===== config.mk =====
export PLATFORM = sky130hd
export DESIGN_NAME = writeback_stage
export DESIGN_NICKNAME = d
export VERILOG_FILES = /design/src/rtl/writeback_stage.sv
export SDC_FILE = /design/constraint.sdc
export NUM_CORES = 1
export LEC_CHECK = 0
export CORE_ASPECT_RATIO = 1.4
export CORE_MARGIN = 2
export CORE_UTILIZATION = 40
export DETAILED_ROUTE_END_ITERATION = 10
export PLACE_DENSITY = 0.7
export SETUP_SLACK_MARGIN = 0.02
export SYNTH_ARGS = -nofsm -noshare
export SYNTH_HDL_FRONTEND = slang
export SYNTH_SLANG_ARGS = --single-unit

===== constraint.sdc =====
create_clock -name clock -period 16.3 [get_ports clock]
set_clock_uncertainty 0.2 [all_clocks]
set_input_delay 3.26 -clock clock [delete_from_list [all_inputs] [get_ports clock]]
set_output_delay 3.26 -clock clock [all_outputs]
set_load 0.02 [all_outputs]

===== src/rtl/writeback_stage.sv =====
// MEM/WB pipeline register, load extraction, writeback select and the
// retired-instruction counter for the five-stage core.
module writeback_stage #(
    parameter logic [31:0] RESET_PC = 32'h0100_0000
) (
    input  logic        clock,
    input  logic        reset,
    input  logic        stall,
    input  logic        flush,
    input  logic        in_valid,
    input  logic [31:0] in_pc,
    input  logic [31:0] in_alu_result,
    input  logic [31:0] in_load_data,
    input  logic [2:0]  in_funct3,
    input  logic [1:0]  in_wb_sel,
    input  logic [4:0]  in_rd,
    input  logic        in_reg_write,
    output logic [4:0]  addr_rd,
    output logic [31:0] data_rd,
    output logic        write_enable,
    output logic        wb_valid,
    output logic [31:0] wb_pc,
    output logic [63:0] instret
);

    localparam logic [1:0] SEL_ALU  = 2'b00;
    localparam logic [1:0] SEL_LOAD = 2'b01;
    localparam logic [1:0] SEL_PC4  = 2'b10;

    logic        valid_q;
    logic [31:0] pc_q;
    logic [31:0] alu_q;
    logic [31:0] load_q;
    logic [2:0]  funct3_q;
    logic [1:0]  wb_sel_q;
    logic [4:0]  rd_q;
    logic        reg_write_q;
    logic [63:0] instret_q;

    logic [7:0]  ld_byte;
    logic [15:0] ld_half;
    logic [31:0] ld_value;
    logic [31:0] wb_value;

    // Stage register: flush drops the instruction, stall holds, otherwise load.
    always_ff @(posedge clock or posedge reset) begin
        if (reset) begin
            valid_q     <= 1'b0;
            pc_q        <= RESET_PC;
            alu_q       <= 32'd0;
            load_q      <= 32'd0;
            funct3_q    <= 3'd0;
            wb_sel_q    <= 2'd0;
            rd_q        <= 5'd0;
            reg_write_q <= 1'b0;
        end else if (flush) begin
            // Payload fields are don't-care once valid is cleared; leave them.
            valid_q <= 1'b0;
        end else if (!stall) begin
            valid_q     <= in_valid;
            pc_q        <= in_pc;
            alu_q       <= in_alu_result;
            load_q      <= in_load_data;
            funct3_q    <= in_funct3;
            wb_sel_q    <= in_wb_sel;
            rd_q        <= in_rd;
            reg_write_q <= in_reg_write;
        end
    end

    // Count an instruction when it leaves the stage, including via flush.
    always_ff @(posedge clock or posedge reset) begin
        if (reset) begin
            instret_q <= 64'd0;
        end else if (valid_q && !stall) begin
            instret_q <= instret_q + 64'd1;
        end
    end

    // Byte/halfword lane selection from the registered load address.
    always_comb begin
        ld_byte = load_q[7:0];
        unique case (alu_q[1:0])
            2'd0: ld_byte = load_q[7:0];
            2'd1: ld_byte = load_q[15:8];
            2'd2: ld_byte = load_q[23:16];
            2'd3: ld_byte = load_q[31:24];
            default: ld_byte = load_q[7:0];
        endcase
        ld_half = alu_q[1] ? load_q[31:16] : load_q[15:0];
        case (funct3_q)
            3'b000:  ld_value = {{24{ld_byte[7]}}, ld_byte};
            3'b100:  ld_value = {24'd0, ld_byte};
            3'b001:  ld_value = {{16{ld_half[15]}}, ld_half};
            3'b101:  ld_value = {16'd0, ld_half};
            default: ld_value = load_q;
        endcase
    end

    // Writeback value select; reserved encoding writes zero.
    always_comb begin
        case (wb_sel_q)
            SEL_ALU:  wb_value = alu_q;
            SEL_LOAD: wb_value = ld_value;
            SEL_PC4:  wb_value = pc_q + 32'd4;
            default:  wb_value = 32'd0;
        endcase
    end

    // Register file port and status outputs, all from registered state.
    always_comb begin
        addr_rd      = valid_q ? rd_q : 5'd0;
        data_rd      = valid_q ? wb_value : 32'd0;
        write_enable = valid_q & reg_write_q & (rd_q != 5'd0);
        wb_valid     = valid_q;
        wb_pc        = pc_q;
        instret      = instret_q;
    end

endmodule


==> results.sh, run 1 <==
export IMPL_status="completed"
export IMPL_leading_cell_type_in_the_layout_fill_and_taps_excluded="clkdlybuf4s50_1"
export IMPL_grt_max_degree=108
export IMPL_area_taken_by_flip_flops_and_latches_sq_um=4310
export IMPL_cp_data_arrival_time_ns=3.64
export IMPL_syn_nets=919
export IMPL_holdPathEnd="instret[63]"
export IMPL_share_of_async_settable_or_async_resettable_flops_after_synthesis_pct=100
export IMPL_share_of_cells_above_drive_strength_1_pct=13.9
export IMPL_timing_critical_path_cells="nor2b_1, nand2_1, or4b_2, o211ai_1, clkdlybuf4s50_1"
export IMPL_worstPathBufferInverterCount=1
export IMPL_timing_critical_path_slowest_cell_delay_ns=0.72
export IMPL_ff2ff_path_depth=5
export IMPL_count_of_endpoints_failing_hold_in_the_final_timing_report=0
export IMPL_multi_input_comb_area_sq_um=4290
export IMPL_timing_critical_path_fanout_max=15
export IMPL_crit_family="simple AND/OR/NAND/NOR gates"
export IMPL_ir_drop_mv=0.0761
export IMPL_route_detailed_wl_per_inst_microns=19.5
export IMPL_buffers_on_ports=246
export IMPL_post_dp_area_sq_um=11500
export IMPL_average_instance_area_after_synthesis_sq_um=11.0
export IMPL_post_synth_instance_area_sq_um=8820
export IMPL_hold_path_startpoint="instret[63]"
export IMPL_use_met1_pct=26.3
export IMPL_synth_cells=805
export IMPL_cp_required_ns=12.84
export IMPL_synth_sequential_area_ratio_pct=48.8
export IMPL_worstHoldPathType="register to register"
export IMPL_ff2ff_setup_slack_ns=13.13
export IMPL_clock_tree_root_cell="clkbuf_16"
export IMPL_timing_final_setup_violations=0
export IMPL_placeableCoreArea_sq_um=21800
export IMPL_p_clk_share_pct=34.3
export IMPL_drt_total_wl_mm=26.1
export IMPL_clock_latency_ns=0.43
export IMPL_first_pass_grt_wire_length_mm=40.3
export IMPL_final_fill_count=1930
export IMPL_viasPerCell=5.35
export IMPL_cts_setup_buffers=0
export IMPL_rsz0062_at_grt="false"
export IMPL_synth_cell_type_count=55
export IMPL_floorplan_io_pins=247
export IMPL_worstSetupEndpointType="output port"
export IMPL_tritoncts_num_sinks=172
export IMPL_internal_power_w=0.000846
export IMPL_die_h_microns=180
export IMPL_grt_resource_usage_total_pct=22.6
export IMPL_grt_util_met2_pct=37.9
export IMPL_mostFrequentLayoutCells="clkdlybuf4s50_1 (246), dfrtp_1 (171), mux2_2 (102)"
export IMPL_hold_path_cell_count=1
export IMPL_detailedRoute_firstPassIterationCount=7
export IMPL_holdWs_ns=0.282
export IMPL_gp_congestion=0.942
export IMPL_cts_path_max_buffers=2
export IMPL_antenna_found_initial=2
export IMPL_grt_overflow=0
export IMPL_post_route_min_period_ns=7.10
export IMPL_finish_net_count=1148
export IMPL_power_switching_w=0.000343
export IMPL_p_comb_share_pct=21.4
export IMPL_number_of_global_route_vias_before_repair=7181
export IMPL_met3_routing_resource_usage_after_global_routing_pct=7.65
export IMPL_clkTransAtPathRegs_ns=0.07
export IMPL_number_of_flops_mapped_to_enable_cells_by_yosys=0
export IMPL_final_area_sq_um=12100
export IMPL_hpwl_after_detailed_placement_mm=19.4
export IMPL_timing_max_slew_rel_slack_pct=25.2
export IMPL_die_w_microns=130
export IMPL_synth_yosys_warnings=0
export IMPL_ys_dominant_reg_cell="dfrtp_1"
export IMPL_vias=7168
export IMPL_layout_area_overhead_vs_synth_pct=37.1
export IMPL_max_slew_violations=0
export IMPL_layout_cells_non_filler=1340
export IMPL_post_route_drc_count=0
export IMPL_finalCritPeriodShare_pct=43.6
export IMPL_crit_type="register to output port"
export IMPL_report_power_total_w=0.00119
export IMPL_num_antenna_cells=0
export IMPL_initial_drt_markers=465
export IMPL_power_density_nw_per_um2=98.3
export IMPL_die_area_sq_um=23300
export IMPL_drv_max_cap_violation_count=0
export IMPL_p_leak_nw=4.80
export IMPL_placed_cells=1312
export IMPL_worst_path_max_delay_cell="or4b_2"
export IMPL_maxClockFrequency_ghz=0.141
export IMPL_rr_endpoint="instret[36]"
export IMPL_globalRoute_busiestLayer="met2"
export IMPL_finalSetupTns_ns=0
export IMPL_worst_slew_pin_transition_ns=1.11
export IMPL_ant_nets=0
export IMPL_ys_ff_latch=172
export IMPL_number_of_buffers_added_by_the_clock_tree_synthesis_step=17
export IMPL_std_cell_rows=64
export IMPL_p_seq_share_pct=44.3
export IMPL_cts_h_tree_depth=4
export IMPL_cts_tree="built"
export IMPL_power_switching_share_pct=28.9
export IMPL_postCtsResizedCells=0
export IMPL_ctsHoldBuffers=0
export IMPL_initial_core_util_pct=40.5
export IMPL_critical_path_startpoint_type="register"
export IMPL_rr_startpoint="wb_valid"
==> how the worst max path moves through the flow <==
stage,from,endpoint,cells past startpoint
4_1_cts,wb_valid,data_rd[30],5
5_1_grt,wb_valid,data_rd[30],5
2_1_floorplan,reset,alu_q[0],1
3_5_place_dp,wb_valid,data_rd[30],5
3_3_place_gp,wb_valid,data_rd[30],5
6_report,wb_valid,data_rd[30],5
==> routing by layer <==
| layer | vias to the layer above | share of wire [%] |
|---|---|---|
| met3 | 46 | 7.9 |
| met2 | 261 | 50 |
| met1 | 3496 | 39 |
| met4 | 2 | 3.6 |
| met5 | - | 0.050 |
| li1 | 3363 | - |
==> metrics by stage <==
step	util, %	setup slack (ns)
floorplan	-	8.18
global placement	52.9	9.72
detailed placement	52.9	9.62
CTS	55.5	9.17
global route	55.5	8.88
finish	55.5	9.20
==> sequential cells by signal, summed over array words and instances (netlist names) <==
name         count
instret         64
wb_pc           32
funct3_q         3
wb_sel_q         2
alu_q           32
reg_write_q      1
wb_valid         1
rd_q             5
load_q          32
==> synth_stat cells, types with 4 or more instances <==
| cell type | count | area (sq um) |
|---|---|---|
| dfrtp_1 | 171 | 4280 |
| mux2_2 | 102 | 1150 |
| xnor2_1 | 65 | 569 |
| o21ai_0 | 46 | 230 |
| nand2_1 | 45 | 169 |
| nand3_1 | 45 | 225 |
| nor2_1 | 41 | 154 |
| clkbuf_1 | 31 | 116 |
| nand4_1 | 25 | 156 |
| a21oi_1 | 22 | 110 |
| xor2_1 | 19 | 166 |
| and2_1 | 15 | 93.8 |
| and3_1 | 15 | 93.8 |
| nor2b_1 | 15 | 93.8 |
| inv_1 | 13 | 48.8 |
| mux2i_1 | 13 | 130 |
| and4_1 | 12 | 105 |
| nor4_1 | 12 | 75.1 |
| nor3_1 | 9 | 45.0 |
| buf_2 | 7 | 35.0 |
| o22ai_1 | 7 | 43.8 |
| o221ai_1 | 6 | 52.6 |
| nand2b_1 | 5 | 31.3 |
| o31a_1 | 5 | 43.8 |
| a21o_1 | 4 | 30.0 |
| a2bb2oi_1 | 4 | 35.0 |
| a32o_1 | 4 | 40.0 |
| o211ai_1 | 4 | 30.0 |
| or3_1 | 4 | 25.0 |
==> power by group through the flow <==
stage,Sequential [W],Clock [W],Combinational (W)
after global placement,0.000532,0,0.000251
after floorplan,0.000530,0,0.000136
after CTS,0.000526,0.000418,0.000255
final,0.000527,0.000408,0.000255
after detailed placement,0.000533,0,0.000254
after global routing,0.000533,0.000433,0.000274
==> cells by family after synthesis <==
group | after synthesis | synth area share [%]
multiplexers | 117 | 14.9
buffers and inverters | 55 | 2.65
AND/OR/NAND/NOR | 252 | 16.0
AO/OA/AOI/OAI | 123 | 9.05
flip-flops | 172 | 48.8
XOR/XNOR | 84 | 8.34
adder cells (fa/ha/maj) | 2 | 0.284
==> layout make-up <==
cell class              count  area share (%)
clock buffers              21            3.72
clock inverters             7           0.982
inverters                  13           0.445
multi-input cells         578            35.5
flip-flops and latches    172            35.6
well taps                 297            3.07
repair buffers            252            20.7
No activity file was read; power rests on OpenSTA's default activity.
==> run 2, diff against run 1 <==
--- a/config.mk
+++ b/config.mk
@@ -9,7 +9,7 @@
 export CORE_MARGIN = 2
 export CORE_UTILIZATION = 40
 export DETAILED_ROUTE_END_ITERATION = 10
-export PLACE_DENSITY = 0.7
+export PLACE_DENSITY = 0.72
 export SETUP_SLACK_MARGIN = 0.02
 export SYNTH_ARGS = -nofsm -noshare
 export SYNTH_HDL_FRONTEND = slang
==> constraint.sdc (replaced) <==
create_clock -name clock -period 5.85 [get_ports clock]
set_clock_uncertainty 0.2 [all_clocks]
set_input_delay 1.17 -clock clock [delete_from_list [all_inputs] [get_ports clock]]
set_output_delay 1.17 -clock clock [all_outputs]
set_load 0.02 [all_outputs]
==> run 2 against run 1 <==
- cell count increased by 0.30%
- clock-buffer cell count shrank 4
- first-iteration DRC count is 15% lower
- non-clock buffer count did not move
- sequential power rose to 2.8 times the previous value
- worst setup slack lost 8.3 ns
- total power grew to 2.8 times the previous value
- highest routed layer unchanged
- sequential cell count unchanged
- cell area up 0.38%
- register-to-register slack got worse by 10 ns
- sequential share of layout area decreased by 0.14 points
- wire length rose by 0.31%
==> results.sh, run 2 (synthesis gave the netlist of run 1 again) <==
export IMPL_cts_path_max_buffers=2
export IMPL_cts_h_tree_depth=4
export IMPL_count_of_endpoints_failing_hold_in_the_final_timing_report=0
export IMPL_cp_required_ns=4.48
export IMPL_postCtsResizedCells=0
export IMPL_cts_setup_buffers=0
export IMPL_crit_type="register to output port"
export IMPL_std_cell_rows=64
export IMPL_max_slew_violations=0
export IMPL_finalWorstSetupSlack_ns=0.916
export IMPL_post_route_min_period_ns=4.93
export IMPL_worstHoldPathType="register to register"
export IMPL_post_route_drc_count=0
export IMPL_initial_drt_markers=397
export IMPL_ctsHoldBuffers=0
export IMPL_final_fill_count=1941
export IMPL_route_detailed_wl_per_inst_microns=19.5
export IMPL_die_h_microns=180
export IMPL_timing_max_slew_rel_slack_pct=26.1
export IMPL_leading_cell_type_in_the_layout_fill_and_taps_excluded="clkdlybuf4s50_1"
export IMPL_use_met1_pct=26.1
export IMPL_vias=7273
export IMPL_tritoncts_num_sinks=172
export IMPL_first_pass_grt_wire_length_mm=40.5
export IMPL_largest_register_ffs=64
export IMPL_final_cell_utilization_of_the_core_pct=55.8
export IMPL_clock_latency_ns=0.43
export IMPL_num_antenna_cells=0
export IMPL_critical_path_startpoint_type="register"
export IMPL_worst_slew_pin_transition_ns=1.10
export IMPL_timing_final_setup_violations=0
export IMPL_post_dp_area_sq_um=11600
export IMPL_floorplan_io_pins=247
export IMPL_initial_core_util_pct=40.5
export IMPL_antenna_found_initial=2
export IMPL_finish_net_count=1148
export IMPL_clock_tree_root_cell="clkbuf_16"
export IMPL_timing_critical_path_fanout_max=26
export IMPL_die_w_microns=130
export IMPL_number_of_buffers_added_by_the_clock_tree_synthesis_step=17
export IMPL_hpwl_after_detailed_placement_mm=19.1
export IMPL_finalCritPeriodShare_pct=84.3
export IMPL_gp_congestion=0.968
export IMPL_ir_drop_mv=0.220
export IMPL_drt_total_wl_mm=26.2
export IMPL_met3_routing_resource_usage_after_global_routing_pct=6.37
export IMPL_buffers_on_ports=246
export IMPL_p_leak_nw=4.81
export IMPL_viasPerCell=5.41
export IMPL_worstSetupEndpointType="output port"
export IMPL_cp_data_arrival_time_ns=3.56
export IMPL_rsz0062_at_grt="false"
export IMPL_detailedRoute_firstPassIterationCount=5
export IMPL_grt_max_degree=173
export IMPL_power_density_nw_per_um2=274
export IMPL_finalSetupTns_ns=0
export IMPL_layout_area_overhead_vs_synth_pct=37.6
export IMPL_share_of_cells_above_drive_strength_1_pct=14.5
export IMPL_mostFrequentLayoutCells="clkdlybuf4s50_1 (246), dfrtp_1 (171), mux2_2 (102)"
export IMPL_ant_nets=0
export IMPL_grt_resource_usage_total_pct=22.6
export IMPL_die_area_sq_um=23300
export IMPL_cts_tree="built"
export IMPL_grt_util_met2_pct=39.4
export IMPL_globalRoute_busiestLayer="met2"
export IMPL_final_area_sq_um=12100
export IMPL_number_of_global_route_vias_before_repair=7243
export IMPL_place_worst_setup_slack_ns=1.45
export IMPL_drv_max_cap_violation_count=0
export IMPL_grt_overflow=0
export IMPL_clkTransAtPathRegs_ns=0.07
export IMPL_status="completed"
export IMPL_maxClockFrequency_ghz=0.203
export IMPL_placeableCoreArea_sq_um=21800
run 2: changes by cell type in the layout (fill, tap and decap cells not counted), sizes merged:
cell / delta
clkinv: +5
clkbuf: -4
clkinvlp: +2
inv: +2
bufinv: -1
run 2: per-stage QoR:
stage / hold slack, ns / power, W / cells
after floorplan: 0.272 / 0.00186 / 805
after global placement: 0.267 / 0.00218 / 1312
after detailed placement: 0.266 / 0.00219 / 1312
after CTS: 0.283 / 0.00335 / 1344
after global routing: 0.308 / 0.00346 / 1344
final: 0.279 / 0.00332 / 1344
run 2: path summary, 6_finish.rpt:
| path | cells after the start | startpoint | endpoint | slack, ns |
|---|---|---|---|---|
| max | 6 | wb_sel_q[0] | data_rd[14] | 0.92 |
| min | 1 | instret[63] | instret[63] | 0.28 |
| max reg2reg | 6 | wb_valid | instret[55] | 2.71 |
| min reg2reg | 1 | instret[63] | instret[63] | 0.28 |
| max in group asynchronous | 3 | reset | instret[38] | 3.61 |
| min in group asynchronous | 3 | reset | wb_pc[11] | 1.16 |
run 2: power breakdown:
part / leakage [nW] / internal (W) / switching (W)
clock: 0.280 / 0.000636 / 0.000508
combinational: 2.38 / 0.000372 / 0.000329
sequential: 2.16 / 0.00131 / 0.000167
total: 4.82 / 0.00232 / 0.00100
run 2: cell type report:
class	count	area (sq um)	area share (%)
inverters	13	52.6	0.433
clock buffers	17	425	3.50
flip-flops and latches	172	4310	35.4
repair buffers	252	2530	20.9
clock inverters	15	166	1.37
well taps	297	372	3.06
multi-input cells	578	4290	35.3
run 2: worst max-delay path, cell delays in order, from the launching register on:
cell	delay (ns)
dfrtp_1	0.92
nor2b_1	0.68
nand2_1	0.15
a21oi_1	0.35
o211ai_1	0.16
o21ai_0	0.18
clkdlybuf4s50_1	0.68
run 2: metal layers:
| layer | routed length (microns) | share of wire (%) |
|---|---|---|
| met4 | 858 | 3.3 |
| met1 | 9840 | 38 |
| met2 | 13400 | 51 |
| met3 | 2030 | 7.7 |
| met5 | 27 | 0.10 |
